--- src/rtl/univ_shift_reg.sv ---
// Universal shift register with hold/shift/rotate/arithmetic-shift/load/clear operations
// and a burst engine that runs N back-to-back shifts from a single start pulse.
//
// state    | meaning
// ---------+------------------------------------------------------------
// ST_IDLE  | honours select each cycle; a start request launches a burst
// ST_SHIFT | one shift per edge in burst_dir until remaining reaches zero
// ST_DONE  | done pulse cycle; out holds, then returns to ST_IDLE
module univ_shift_reg #(
    parameter int WIDTH = 8,
    parameter int CNT_W = $clog2(WIDTH + 1)
) (
    input  logic             clk,
    input  logic             reset,
    input  logic             serial_in,
    input  logic [WIDTH-1:0] parallel_in,
    input  logic [2:0]       select,
    input  logic             start,
    input  logic [CNT_W-1:0] count,
    input  logic             burst_dir,
    output logic [WIDTH-1:0] out,
    output logic             serial_out,
    output logic             busy,
    output logic             done
);

    localparam logic [1:0] ST_IDLE  = 2'd0;
    localparam logic [1:0] ST_SHIFT = 2'd1;
    localparam logic [1:0] ST_DONE  = 2'd2;

    localparam logic [2:0] OP_HOLD = 3'b000;
    localparam logic [2:0] OP_SHR  = 3'b001;
    localparam logic [2:0] OP_SHL  = 3'b010;
    localparam logic [2:0] OP_LOAD = 3'b011;
    localparam logic [2:0] OP_ROR  = 3'b100;
    localparam logic [2:0] OP_ROL  = 3'b101;
    localparam logic [2:0] OP_ASR  = 3'b110;
    localparam logic [2:0] OP_CLR  = 3'b111;

    localparam logic [CNT_W-1:0] WIDTH_C = CNT_W'(WIDTH);
    localparam logic [CNT_W-1:0] ONE_C   = CNT_W'(1);

    logic [1:0]       state_q, state_d;
    logic [WIDTH-1:0] out_q, out_d;
    logic             sout_q, sout_d;
    logic             busy_q, busy_d;
    logic             done_q, done_d;
    logic [CNT_W-1:0] rem_q, rem_d;
    logic [CNT_W-1:0] count_c;

    // Requests longer than the register are clamped; extra shifts would only refill serial_in.
    assign count_c = (count > WIDTH_C) ? WIDTH_C : count;

    always_comb begin
        state_d = state_q;
        out_d   = out_q;
        sout_d  = sout_q;
        busy_d  = busy_q;
        done_d  = 1'b0;
        rem_d   = rem_q;
        case (state_q)
            ST_IDLE: begin
                if (start) begin
                    if (count_c == '0) begin
                        state_d = ST_DONE;
                        done_d  = 1'b1;
                    end else begin
                        state_d = ST_SHIFT;
                        rem_d   = count_c;
                        busy_d  = 1'b1;
                    end
                end else begin
                    case (select)
                        OP_HOLD: ;
                        OP_SHR: begin
                            out_d  = {serial_in, out_q[WIDTH-1:1]};
                            sout_d = out_q[0];
                        end
                        OP_SHL: begin
                            out_d  = {out_q[WIDTH-2:0], serial_in};
                            sout_d = out_q[WIDTH-1];
                        end
                        OP_LOAD: out_d = parallel_in;
                        OP_ROR: begin
                            out_d  = {out_q[0], out_q[WIDTH-1:1]};
                            sout_d = out_q[0];
                        end
                        OP_ROL: begin
                            out_d  = {out_q[WIDTH-2:0], out_q[WIDTH-1]};
                            sout_d = out_q[WIDTH-1];
                        end
                        OP_ASR: begin
                            out_d  = {out_q[WIDTH-1], out_q[WIDTH-1:1]};
                            sout_d = out_q[0];
                        end
                        OP_CLR: out_d = '0;
                        default: ;
                    endcase
                end
            end
            ST_SHIFT: begin
                if (burst_dir) begin
                    out_d  = {out_q[WIDTH-2:0], serial_in};
                    sout_d = out_q[WIDTH-1];
                end else begin
                    out_d  = {serial_in, out_q[WIDTH-1:1]};
                    sout_d = out_q[0];
                end
                rem_d = rem_q - ONE_C;
                if (rem_q == ONE_C) begin
                    state_d = ST_DONE;
                    busy_d  = 1'b0;
                    done_d  = 1'b1;
                end
            end
            ST_DONE: state_d = ST_IDLE;
            default: begin
                state_d = ST_IDLE;
                busy_d  = 1'b0;
            end
        endcase
    end

    always_ff @(posedge clk) begin
        if (!reset) begin
            state_q <= ST_IDLE;
            out_q   <= '0;
            sout_q  <= 1'b0;
            busy_q  <= 1'b0;
            done_q  <= 1'b0;
            rem_q   <= '0;
        end else begin
            state_q <= state_d;
            out_q   <= out_d;
            sout_q  <= sout_d;
            busy_q  <= busy_d;
            done_q  <= done_d;
            rem_q   <= rem_d;
        end
    end

    assign out        = out_q;
    assign serial_out = sout_q;
    assign busy       = busy_q;
    assign done       = done_q;

endmodule

--- config.mk ---
export PLATFORM = sky130hd
export DESIGN_NAME = univ_shift_reg
export DESIGN_NICKNAME = d
export VERILOG_FILES = /design/src/rtl/univ_shift_reg.sv
export SDC_FILE = /design/constraint.sdc
export NUM_CORES = 1
export LEC_CHECK = 0
export ABC_AREA = 1
export CORE_AREA = 2 2 53 55
export DETAILED_ROUTE_END_ITERATION = 10
export DIE_AREA = 0 0 55 57
export PLACE_DENSITY = 0.79
export RECOVER_POWER = 50
export SYNTH_ARGS = -nofsm -noshare
export SYNTH_HDL_FRONTEND = slang
export SYNTH_SLANG_ARGS = --single-unit
--- constraint.sdc ---
create_clock -name clk -period 2.3 [get_ports clk]
set_clock_uncertainty 0.15 [all_clocks]
set_input_delay 0.46 -clock clk [delete_from_list [all_inputs] [get_ports clk]]
set_output_delay 0.46 -clock clk [all_outputs]
set_load 0.01 [all_outputs]
==> results_dict.tcl <==
set metrics [dict create \
    status "finished, final reports clean" \
    diodes 0 \
    cts_inserted_buffers 3 \
    synth_edf_count 0 \
    ys_ff_latch 17 \
    die_x_um 55 \
    synth_common_cells "nand2_1, nand3_1, a21oi_1, nor2_1, dfxtp_1" \
    grt_pass1_wl_um 5340 \
    insertion_delay_ps 290 \
    dominantRegCellSynth "dfxtp_1" \
    port_buffers 30 \
    wl_um 3150 \
    p_per_area_nw_per_um2 564 \
    holdPathStages 2 \
    hold_viol 0 \
    hold_buffers 0 \
    finalSetupViolations 0 \
    synthDistinctLibCells 25 \
    synth_top_area_share_pct 27.4 \
    report.final.slew_viol_count 0 \
    dpl-instance-area_um2 1560 \
    avgSynthCellArea_um2 5.95 \
    cp.arrival_ps 2010 \
    cts_root_buf "clkbuf_4" \
    postSynthCellCount 209 \
    ios 31 \
    fin_crit_sh_pct 84.6 \
    reg2reg_depth 5 \
    grt_usage_pct 22.6 \
    wl_per_cell_um 11.7 \
    seq_area_frac_synth_pct 27.4 \
    cp_common_cell "nand2_1" \
    num-nets-final 262 \
    drive_gt1_share_pct 6.28 \
    rows 19 \
    cts_resized 0 \
    cp_slowest_stage_delay_ps 540 \
    async_reset_ff_share_pct 0 \
    core_region_area_um2 2620 \
    drtPass1Iterations 4 \
    grt_pass1_vias 1229 \
    die_area_um2 3140 \
    hpwl_um 2390 \
    remaining_drc_errors 0 \
    cp_data_required_time_ps 2370 \
    setup_tns_ps 0 \
    critPathLaunchType "input port" \
    drv_cap 0 \
    grt_antenna_before_repair 0 \
    hp-start "busy" \
    postRouteAntennaNets 0 \
    fmax_mhz 514 \
    fillCellCount 284 \
    r2r_end "rem_q[3]" \
    final_area_um2 1580 \
    r2r_start "state_q[1]" \
    path_clk_slew_ps 100 \
    die_h_um 57 \
    power.leakage_nw 0.687 \
    path_delay_family "buffers and inverters" \
    area_growth_pct 26.8 \
    yosysMostFrequentCell "nand2_1" \
    hold_path.class "reg2reg" \
    htreeDepth 1 \
    gp_congestion 0.877 \
    initial_core_util_pct 47.6 \
    path_cells "clkdlybuf4s50_1 > inv_2 > nand2_1 > nor2_1 > nand2_1 > nand3_1 > nand2_1 > a21oi_1" \
    yosysWarnings 0 \
    synth_area_leaders "dfxtp_1, nand2_1, nand3_1, a21oi_1, nor2_1" \
    cts_num_sinks 17 \
    min_period_ps 1940 \
    worstSetupPathType "in2reg" \
    ff2ff_setup_slack_ps 390 \
    cp_num_buf_inv 2 \
    cts_tree "yes" \
    cts_buffer_depth 2 \
    cp-end-kind "flop" \
    tightest_slew_ps 696 \
    netlist_area_um2 1240 \
    vias 1410 \
    irDropWorstVdd_v 0.000414 \
    synth_nets 231 \
    worstPathMaxFanout 7 \
    grt_max_degree 23 \
    post_cts_buffers 0 \
    rsz0062_at_grt "no" \
    cp_slowest_cell "clkdlybuf4s50_1" \
    synth_largest_area_cell "dfxtp_1" \
    overflow 0 \
    vias_per_cell 5.22 \
    min_to "busy" \
    first_iter_violations 38 \
    slew_headroom_pct 53.5 \
]
-- cell families after synthesis --
group | synth area share [%]
buffers and inverters | 8.45
adder cells (fa/ha/maj) | 2.01
XOR/XNOR | 0.704
AND/OR/NAND/NOR | 42.1
flip-flops | 27.4
AO/OA/AOI/OAI | 19.4
-- worst reg2reg max path, cell delays in order (launching register included) --
cell and delay [ps]:
dfxtp_1 480, inv_1 140, nand2_1 540, nand2_1 250, o21ai_0 210, a21oi_1 50
-- metal layers --
metal	up-vias	track usage (%)	wire length (um)
li1	751	-	-
met1	617	30.0	1530
met2	37	37.9	1460
met3	5	3.14	129
met4	0	5.23	31
met5	-	0	0
-- power by group --
part	switching, W	leakage (nW)	internal (W)	total [W]
Clock	0.0000931	0.0150	0.0000674	0.000160
Combinational	0.000192	0.531	0.000157	0.000349
Sequential	0.0000464	0.141	0.000333	0.000379
-- placed cells by master (no fill, tap or decap) --
cell              n
a21oi_1          22
a21oi_4           1
clkbuf_1          1
clkbuf_4          3
clkdlybuf4s50_1  26
dfxtp_1          17
dlygate4sd3_1     4
ha_1              2
inv_1            14
inv_2             5
inv_4             1
nand2_1          65
nand2_2           1
nand2_4           1
nand3_1          25
nand4_1           4
nor2_1           21
nor2_2            1
nor2_4            1
nor3_2            1
o21ai_0           7
o21ai_1          13
o21bai_1          1
o31ai_1           1
xnor2_1           1
-- state kept, by name (all words and copies together), names as in the netlist --
signal and flops:
serial_out 1, out 8, done 1, rem_q 4, state_q 2, busy 1
-- stage by stage --
stage | utilization [%] | std cells | hold slack (ps) | total power (W) | worst slack (ps)
6_report | 60.3 | 270 | 321 | 0.000889 | 355
5_1_grt | 60.3 | 270 | 356 | 0.000967 | 179
4_1_cts | 60.5 | 270 | 329 | 0.000903 | 348
3_5_place_dp | 59.5 | 266 | 310 | 0.000739 | 204
3_3_place_gp | 59.5 | 266 | 311 | 0.000737 | 214
2_1_floorplan | - | 209 | 333 | 0.000606 | 956
-- area by class of cell --
class,count,area [um^2],share of cell area (%)
Inverter,20,77.6,4.92
Sequential cell,17,340,21.6
Multi-Input combinational cell,168,793,50.3
Clock buffer,4,26.3,1.67
Timing Repair Buffer,30,300,19.0
Tap cell,31,38.8,2.46
-- how the worst max path moves through the flow --
| stage | from | to | slack [ps] | cells after the start |
|---|---|---|---|---|
| after floorplan | select[2] | out[1] | 960 | 6 |
| after global placement | select[2] | out[1] | 210 | 7 |
| after detailed placement | select[2] | out[2] | 200 | 7 |
| after CTS | out[2] | out[2] | 350 | 1 |
| after global routing | state_q[1] | rem_q[2] | 180 | 5 |
| final | select[2] | out[4] | 360 | 8 |
Power figures use the tool's default switching activity.
